## config.mk

```make
export PLATFORM = sky130hd
export DESIGN_NAME = seg_scan_ctrl
export DESIGN_NICKNAME = d
export VERILOG_FILES = /design/src/rtl/seg_scan_ctrl_pkg.sv /design/src/rtl/seg_lzs_mask.sv /design/src/rtl/seg_scan_ctrl.sv
export SDC_FILE = /design/constraint.sdc
export NUM_CORES = 1
export LEC_CHECK = 0
export BUFFER_PORTS_ARGS = -buffer_cell sky130_fd_sc_hd__clkbuf_2
export CAP_MARGIN = 20
export CORE_UTILIZATION = 50
export CTS_BUF_LIST = sky130_fd_sc_hd__clkbuf_4 sky130_fd_sc_hd__clkbuf_8
export CTS_CLUSTER_SIZE = 28
export DETAILED_ROUTE_END_ITERATION = 6
export GPL_TIMING_DRIVEN = 0
export PLACE_DENSITY = 0.79
export SETUP_SLACK_MARGIN = 0.05
export SLEW_MARGIN = 5
export SYNTH_ARGS = -nofsm -noshare
export SYNTH_HDL_FRONTEND = slang
export SYNTH_SLANG_ARGS = --single-unit
```

## constraint.sdc

```tcl
create_clock -name clk -period 2.8 [get_ports clk]
set_input_delay 0.14 -clock clk [delete_from_list [all_inputs] [get_ports clk]]
set_output_delay 0.14 -clock clk [all_outputs]
set_load 0.005 [all_outputs]
```

## src/rtl/seg_scan_ctrl_pkg.sv

```systemverilog
// Shared definitions for the 7-segment scan controller: glyph codes, FSM encodings, anode polarity helpers.
// Latency: none (constants and pure functions only).
// Backpressure: not applicable.
package seg_scan_ctrl_pkg;

    // Extra glyphs the shared seg_decoder renders beyond the decimal digits.
    localparam logic [3:0] DIG_GLYPH_A = 4'hA;
    localparam logic [3:0] DIG_GLYPH_B = 4'hB;

    // Scan FSM encodings.
    localparam logic [0:0] ST_GUARD = 1'b0;
    localparam logic [0:0] ST_SHOW  = 1'b1;

    // Pin level that lights an anode for the given polarity.
    function automatic logic an_on(input logic act_low);
        return ~act_low;
    endfunction

    // Pin level that darkens an anode for the given polarity.
    function automatic logic an_off(input logic act_low);
        return act_low;
    endfunction

endpackage

```

## src/rtl/seg_lzs_mask.sv

```systemverilog
// Per-digit dark mask from live blank bits plus optional leading-zero suppression.
// Latency: combinational.
// Backpressure: none. Ports: digits (packed 4-bit codes, digit 0 rightmost), blank_mask, dark (1 = keep digit off).
module seg_lzs_mask #(
    parameter int N_DIG = 4,
    parameter int LZS   = 1
) (
    input  logic [4*N_DIG-1:0] digits,
    input  logic [N_DIG-1:0]   blank_mask,
    output logic [N_DIG-1:0]   dark
);

    logic upper_zero;

    // Walk from the most significant digit down; upper_zero stays set while
    // every digit seen so far (including the current one) is zero. Digit 0 is
    // excluded so a zero value still shows a single "0".
    always_comb begin
        upper_zero = 1'b1;
        dark       = '0;
        for (int i = N_DIG - 1; i >= 0; i--) begin
            upper_zero = upper_zero && (digits[4*i +: 4] == 4'h0);
            dark[i]    = blank_mask[i] || ((LZS != 0) && (i != 0) && upper_zero);
        end
    end

endmodule

```

## src/rtl/seg_scan_ctrl.sv

```systemverilog
// Time-multiplexes N_DIG digit codes onto one external registered seg_decoder and drives the anode enables.
// Latency: anode follows the FSM by 1 cycle to line up with the decoder register; load_ack at the next frame boundary.
// Backpressure: none; load is a fire-and-forget pulse, later loads before the boundary overwrite earlier ones.
// Ports: clk, rst (async high), load/digits_in (shadow load), blank_mask (live), load_ack, dec_num (to decoder), an, frame_sync.
module seg_scan_ctrl
    import seg_scan_ctrl_pkg::*;
#(
    parameter int N_DIG      = 4,
    parameter int DIV        = 50000,
    parameter int GUARD      = 16,
    parameter int AN_ACT_LOW = 1,
    parameter int LZS        = 1
) (
    input  logic               clk,
    input  logic               rst,
    input  logic               load,
    input  logic [4*N_DIG-1:0] digits_in,
    input  logic [N_DIG-1:0]   blank_mask,
    output logic               load_ack,
    output logic [3:0]         dec_num,
    output logic [N_DIG-1:0]   an,
    output logic               frame_sync
);

    localparam int CNT_MAX = (DIV > GUARD) ? DIV : GUARD;
    localparam int CW      = $clog2(CNT_MAX);
    localparam int IW      = $clog2(N_DIG);
    localparam logic ACT_LOW = (AN_ACT_LOW != 0);

    localparam logic [CW-1:0] GUARD_LAST = CW'(GUARD - 1);
    localparam logic [CW-1:0] SHOW_LAST  = CW'(DIV - 1);
    localparam logic [IW-1:0] IDX_LAST   = IW'(N_DIG - 1);

    logic [0:0]         state;
    logic [IW-1:0]      idx;
    logic [CW-1:0]      counter;
    logic [4*N_DIG-1:0] active;
    logic [4*N_DIG-1:0] pending;
    logic               pend_valid;

    logic [4*N_DIG-1:0] commit_src;
    logic [N_DIG-1:0]   dark;
    logic [N_DIG-1:0]   an_nxt;
    logic [3:0]         next_code;
    logic               guard_done;
    logic               show_done;
    logic               commit_pt;
    logic               do_commit;

    assign guard_done = (state == ST_GUARD) && (counter == GUARD_LAST);
    assign show_done  = (state == ST_SHOW)  && (counter == SHOW_LAST);

    // Frame boundary: end of digit 0's guard gap.
    assign commit_pt  = guard_done && (idx == '0);

    // A load landing on the boundary bypasses the pending buffer.
    assign commit_src = load ? digits_in : pending;
    assign do_commit  = commit_pt && (load || pend_valid);

    // On the boundary cycle the decoder must already see the newly committed
    // code for digit 0, not the stale one in the active buffer.
    assign next_code = do_commit ? commit_src[{idx, 2'b00} +: 4]
                                 : active[{idx, 2'b00} +: 4];

    seg_lzs_mask #(
        .N_DIG (N_DIG),
        .LZS   (LZS)
    ) u_lzs (
        .digits     (active),
        .blank_mask (blank_mask),
        .dark       (dark)
    );

    always_comb begin
        an_nxt = {N_DIG{an_off(ACT_LOW)}};
        if ((state == ST_SHOW) && !dark[idx]) begin
            an_nxt[idx] = an_on(ACT_LOW);
        end
    end

    always_ff @(posedge clk or posedge rst) begin
        if (rst) begin
            state      <= ST_GUARD;
            idx        <= '0;
            counter    <= '0;
            active     <= '0;
            pending    <= '0;
            pend_valid <= 1'b0;
            dec_num    <= 4'h0;
            an         <= {N_DIG{an_off(ACT_LOW)}};
            load_ack   <= 1'b0;
            frame_sync <= 1'b0;
        end else begin
            load_ack   <= do_commit;
            frame_sync <= commit_pt;
            // Registered one cycle behind the FSM so the anode switches on
            // together with the decoder's registered segment output, and
            // switches off before dec_num moves to the next digit.
            an         <= an_nxt;

            if (state == ST_GUARD) begin
                dec_num <= next_code;
            end

            if (guard_done) begin
                state   <= ST_SHOW;
                counter <= '0;
            end else if (show_done) begin
                state   <= ST_GUARD;
                counter <= '0;
                idx     <= (idx == IDX_LAST) ? '0 : idx + 1'b1;
            end else begin
                counter <= counter + 1'b1;
            end

            if (do_commit) begin
                active     <= commit_src;
                pend_valid <= 1'b0;
            end else if (load) begin
                pending    <= digits_in;
                pend_valid <= 1'b1;
            end
        end
    end

endmodule
```

==> results of run 1 <==
layout by cell type, fill, tap and decap left out, types with 2 or more instances in the layout:
cell       netlist  layout
and2_1           5       5
buf_6            3       3
o21ai_0          4       4
nor3_1           3       3
or4_1            4       4
inv_1            5       4
a2111oi_0        4       4
dfrtp_1         58      58
xor2_1           8       8
mux2_4          10      10
nand2_1          9       9
a21oi_1          6       6
o31ai_1          7       7
nand3_2          2       2
xnor2_1          5       5
nand3_1         11      11
clkbuf_1         2       2
buf_2            3       3
clkinv_2         0       2
ha_1             5       5
nor4_4           2       2
dfstp_2          4       4
or2_2            2       2
nor2_1          18      18
mux2_2          38      38
clkbuf_2         0      31
nand4_1          5       5
clkbuf_8         0      10
clkbuf_4         0       2
and3_1           2       2
mux4_2          12      12
worst paths after layout:
| check | start | endpoint | slack, ps |
|---|---|---|---|
| min reg2reg | counter[0]$_DFF_PP0_ | counter[0]$_DFF_PP0_ | 450 |
| min | digits_in[8] | pending[8]$_DFFE_PP0P_ | 50 |
| max | idx[0]$_DFFE_PP0P_ | pending[1]$_DFFE_PP0P_ | 210 |
| min in group asynchronous | rst | pending[4]$_DFFE_PP0P_ | 400 |
| max reg2reg | idx[0]$_DFFE_PP0P_ | pending[1]$_DFFE_PP0P_ | 210 |
| max in group asynchronous | rst | an[0]$_DFF_PP1_ | 1740 |
through the flow:
step	setup slack (ps)	utilization (%)	hold WS [ps]	total power, mW	instance area [um^2]
after CTS	227.3	59.35	38.19	2.003	3769
after global placement	342.6	55.72	399.6	1.196	3538
after detailed placement	253.7	56.04	230.4	1.209	3558
final	206.2	59.35	48.82	1.988	3769
after global routing	118.6	59.35	35.02	2.070	3769
after floorplan	761.2	-	288.5	1.138	3287
flip-flops by register name (all words and copies together) (netlist names):
signal and count:
state 1, pend_valid 1, idx 2, load_ack 1
frame_sync 1, active 16, counter 16, dec_num 4
an 4, pending 16
routing by layer:
layer | GRT usage (%) | part of all wire [%]
met1 | 26.46 | 42
met2 | 36.21 | 52
met3 | 7.455 | 4.5
met4 | 9.718 | 1.9
met5 | 0 | 0
layout make-up:
| class | instances | area [um^2] |
|---|---|---|
| clock buffers | 12 | 152.6 |
| plain buffers | 10 | 75.07 |
| well taps | 77 | 96.34 |
| repair buffers | 33 | 185.2 |
| inverters | 5 | 18.77 |
| multi-input cells | 174 | 1637 |
| flip-flops and latches | 62 | 1556 |
| fillers | 493 | 2581 |
| clock inverters | 4 | 47.55 |
timing repair:
action                                 4_1_cts  5_1_grt
setup endpoints to repair                    0        0
setup buffers                                0        0
endpoints found under the hold margin       26        0
hold buffers                                 1        0
critical path: cells and delay by family, from the launching register on:
family | cells | cell delay, ps
buffers and inverters | 3 | 820
adders and majority gates | 1 | 320
muxes | 1 | 320
DFF | 1 | 470
AOI/OAI and AO/OA | 1 | 380
and+or+nand+nor | 1 | 150
where the power goes:
group	total, mW	internal [mW]	switching (mW)	leakage (nW)
sequential	0.990	0.950	0.0397	0.751
clock	0.794	0.452	0.342	0.103
combinational	0.205	0.124	0.0807	0.742
synthesized netlist by cell type, drive strengths merged:
library cell | instances | area (um^2)
dfrtp | 58 | 1451
mux2 | 49 | 589.3
nor2 | 19 | 78.82
nand3 | 13 | 75.07
mux4 | 12 | 270.3
nand2 | 9 | 33.78
buf | 8 | 67.55
xor2 | 8 | 70.07
o31ai | 7 | 52.55
a21oi | 6 | 30.03
and2 | 6 | 38.79
ha | 5 | 62.56
inv | 5 | 18.77
nand4 | 5 | 31.28
o21ai | 5 | 36.29
xnor2 | 5 | 43.79
a2111oi | 4 | 35.03
dfstp | 4 | 105.1
or4 | 4 | 30.03
nor3 | 3 | 15.01
nor4 | 3 | 48.80
or2 | 3 | 18.77
and3 | 2 | 12.51
clkbuf | 2 | 7.510
a31oi | 1 | 6.260
and4 | 1 | 8.760
and4b | 1 | 11.26
nand3b | 1 | 7.510
nand4b | 1 | 23.77
nor2b | 1 | 6.260
cell families after synthesis:
kind of cell / after synthesis / synth area share, %
simple gates: 72 / 13.40
mux: 61 / 26.15
fa+ha+maj: 5 / 1.903
buf+inv: 15 / 2.855
xor+xnor: 13 / 3.464
compound gates: 23 / 4.873
flops: 62 / 47.35
==> results.toml, run 1 <==
[placed_design]
dpl.cell_count = 360
hpwl_mm = 4.961
gp_congestion = 0.8078
numPortBuffers = 31

[drt]
drc = 0
vias = 2194
initialDrtViolationCount = 62
wl_per_cell_um = 18.10
firstDrtPassIters = 4
ant_nets = 0
avgViaCountPerCell = 5.820
wl_mm = 6.824

[grt]
grt.total_usage_pct = 22.08
antenna_found_initial = 0
grt_max_degree = 37
grt_pass1_wl_mm = 11.66
grt_pass1_vias = 2394
grt_overflow = 0

[clock_tree]
ctsResizeCount = 0
cts_buffer_depth = 2
cts_tree = "yes"
cts-root-buf = "clkbuf_8"
clkLatencyLatePin_ps = 350
numCtsBuffers = 9
clock_sinks = 62
cts.reportedPaths.clkPinSlew_ps = 70
htree_levels = 3

[setup_path]
path_cells = "buf_1 > inv_1 > ha_1 > nand3_2 > o21ai_4 > buf_6 > mux2_4"
cp.required_ps = 3020
endpoint_kind = "flip-flop"
cp-start-kind = "flip-flop"
critical_path_class = "reg2reg"
crit_fanout = 10
cp_slowest_stage_delay_ps = 470
critPathSlowestCell = "dfrtp_1"
rr_worst_depth = 7
critical_path_arrival_ps = 2820

[final_layout]
fin_cells = 377
antennaDiodeCount = 0
area_growth_pct = 14.66
drive_gt1_share_pct = 43.67
finalNetCount = 323

[worst_hold_path]
hold_depth = 2
hp-class = "in2reg"

[synth]
syn-cell-area_um2 = 3287
postSynthAreaPerCell_um2 = 13.10
synth_seq_area_share_pct = 47.35
synth_cell_types = 41
synth_fp_nets = 279
ys_warn_count = 0
synth_cells = 251
ys_ff_latch = 62

[timing]
tns_ps = 0
setup_violations = 0
maxSlewHeadroom_pct = 51.48
finalHoldViolCount = 0
worstMarginPinSlew_ps = 727.8
rsz0062_at_grt = "no"
drv_slew = 0
fmax_mhz = 385.5
skew_ps = 11.02
period_share_pct = 92.64
finalCriticalPeriod_ps = 2594

[die]
die_area_um2 = 6902
core-area_um2 = 6350
initial_core_util_pct = 51.76
die_h_um = 83.08
pin_count = 33
die-width_um = 83.08
fp-row-count = 29

[run_status]
status = "finished clean"

[pwr]
p_per_area_nw_per_um2 = 527.5
peakVddDrop_v = 0.0004844
p_leak_nw = 1.596

[job]
max_cap_viol_count = 0
No activity file was read; power rests on OpenSTA's default activity.
==> run 2, diff against run 1 <==
SETUP_SLACK_MARGIN = 0.3   (was 0.05)
==> run 2 against run 1 <==
Net effect:
- hold slack better by 0.75 ps
- largest cell class unchanged
- critical path type unchanged
- register-to-register slack improved by 270 ps
- largest power group unchanged
- first-iteration DRC count increased by 56%
==> results.toml, run 2 (synthesis results as in run 1) <==
[setup_path]
path_buf_inv = 3
endpoint_kind = "flip-flop"
critPathSlowestCell = "dfrtp_1"
cp.required_ps = 3030
cp-start-kind = "flip-flop"
cp_slowest_stage_delay_ps = 470
crit_fanout = 10
critical_path_class = "reg2reg"
critical_path_arrival_ps = 2550
path_delay_family = "buffers and inverters"
path_cells = "buf_1 > inv_2 > ha_1 > nand4b_4 > nor2_4 > buf_6 > mux2_2"

[clock_tree]
cts_tree = "yes"
clock_sinks = 62
cts.reportedPaths.clkPinSlew_ps = 70
numCtsBuffers = 9
htree_levels = 3
clkLatencyLatePin_ps = 350
cts-root-buf = "clkbuf_8"
cts_buffer_depth = 2

[final_layout]
mostFrequentLayoutCells = "58 x dfrtp_1, 38 x mux2_2, 31 x clkbuf_2"
final_common_cell = "dfrtp_1"
seq_area_um2 = 1556
area_growth_pct = 16.03
top_regs = "active: 16 flops, counter: 16 flops, pending: 16 flops"
multi_input_area_um2 = 1637
finalNetCount = 329
fillers = 486
antennaDiodeCount = 0
drive_gt1_share_pct = 45.10

[run_status]
status = "finished clean"

[timing]
finalCriticalPeriod_ps = 2326
fmax_mhz = 430.0
maxSlewHeadroom_pct = 51.93
setup_violations = 0
finalHoldViolCount = 0
tns_ps = 0
skew_ps = 9.450
worstMarginPinSlew_ps = 721.0
period_share_pct = 83.06
drv_slew = 0
rsz0062_at_grt = "no"

[drt]
wl_mm = 7.011
wl_per_cell_um = 18.31
drc = 0
initialDrtViolationCount = 97
ant_nets = 0
vias = 2236
avgViaCountPerCell = 5.838
firstDrtPassIters = 4

[die]
core-area_um2 = 6350
fp-row-count = 29
initial_core_util_pct = 51.76
die-width_um = 83.08
pin_count = 33
die_h_um = 83.08
die_area_um2 = 6902

[job]
max_cap_viol_count = 0

[grt]
antenna_found_initial = 0
grt.total_usage_pct = 22.23
grt_max_degree = 37
grt_pass1_wl_mm = 11.74
grt_pass1_vias = 2409
grt_overflow = 0

[placed_design]
gp_congestion = 0.8078
numPortBuffers = 31
hpwl_mm = 4.961

[worst_hold_path]
hp-class = "in2reg"

[pwr]
p_leak_nw = 1.628
p_per_area_nw_per_um2 = 522.1
total_power_mw = 1.991
peakVddDrop_v = 0.0004826
-- run 2: changes by cell type in the layout (fill, tap and decap cells not counted) --
cell,change
inv_2,+1
buf_4,+6
inv_1,-1
-- run 2: what timing repair did --
action	CTS	global route
endpoints found under the setup margin	11	10
gates resized for setup	1	0
buffers inserted	2	4
hold buffers	1	0
pin swaps	1	1
endpoints found under the hold margin	26	0
-- run 2: layout make-up --
cell class,count,area share [%]
inverters,5,0.4921
multi-input cells,174,42.91
repair buffers,39,6.037
plain buffers,10,1.969
clock inverters,4,1.247
flip-flops and latches,62,40.81
well taps,77,2.526
clock buffers,12,4.003
-- run 2: worst paths after layout --
| kind | startpoint | to | slack, ps | cells after the start |
|---|---|---|---|---|
| setup reg to reg | idx[0]$_DFFE_PP0P_ | active[8]$_DFFE_PP0N_ | 470 | 7 |
| hold reg to reg | counter[0]$_DFF_PP0_ | counter[0]$_DFF_PP0_ | 450 | 1 |
| max in group asynchronous | rst | an[0]$_DFF_PP1_ | 1740 | 4 |
| min in group asynchronous | rst | pending[4]$_DFFE_PP0P_ | 400 | 3 |
| setup / recovery | idx[0]$_DFFE_PP0P_ | active[8]$_DFFE_PP0N_ | 470 | 7 |
| hold / removal | digits_in[4] | pending[4]$_DFFE_PP0P_ | 50 | 2 |
-- run 2: power breakdown --
| group | internal [mW] | switching, mW | total [mW] |
|---|---|---|---|
| registers | 0.950 | 0.0401 | 0.990 |
| logic | 0.126 | 0.0829 | 0.209 |
| clock network | 0.452 | 0.340 | 0.792 |
-- run 2: metal layers --
layer / GRT usage [%] / up-vias / wire length, um
li1: - / 1031 / -
met2: 36.07 / 67 / 3560
met4: 9.561 / 0 / 178
met5: 0 / - / 0
met3: 7.555 / 16 / 386
met1: 27.06 / 1122 / 2885
-- run 2: through the flow --
| stage | hold WS, ps | std cells | cell area [um^2] | setup slack, ps | utilization [%] |
|---|---|---|---|---|---|
| floorplan | 288.5 | 251 | 3287 | 761.2 | - |
| global placement | 399.6 | 359 | 3538 | 342.6 | 55.72 |
| detailed placement | 230.4 | 360 | 3558 | 253.7 | 56.04 |
| CTS | 38.19 | 379 | 3784 | 376.9 | 59.59 |
| global route | 35.02 | 383 | 3814 | 389.7 | 60.06 |
| finish | 49.57 | 383 | 3814 | 474.4 | 60.06 |
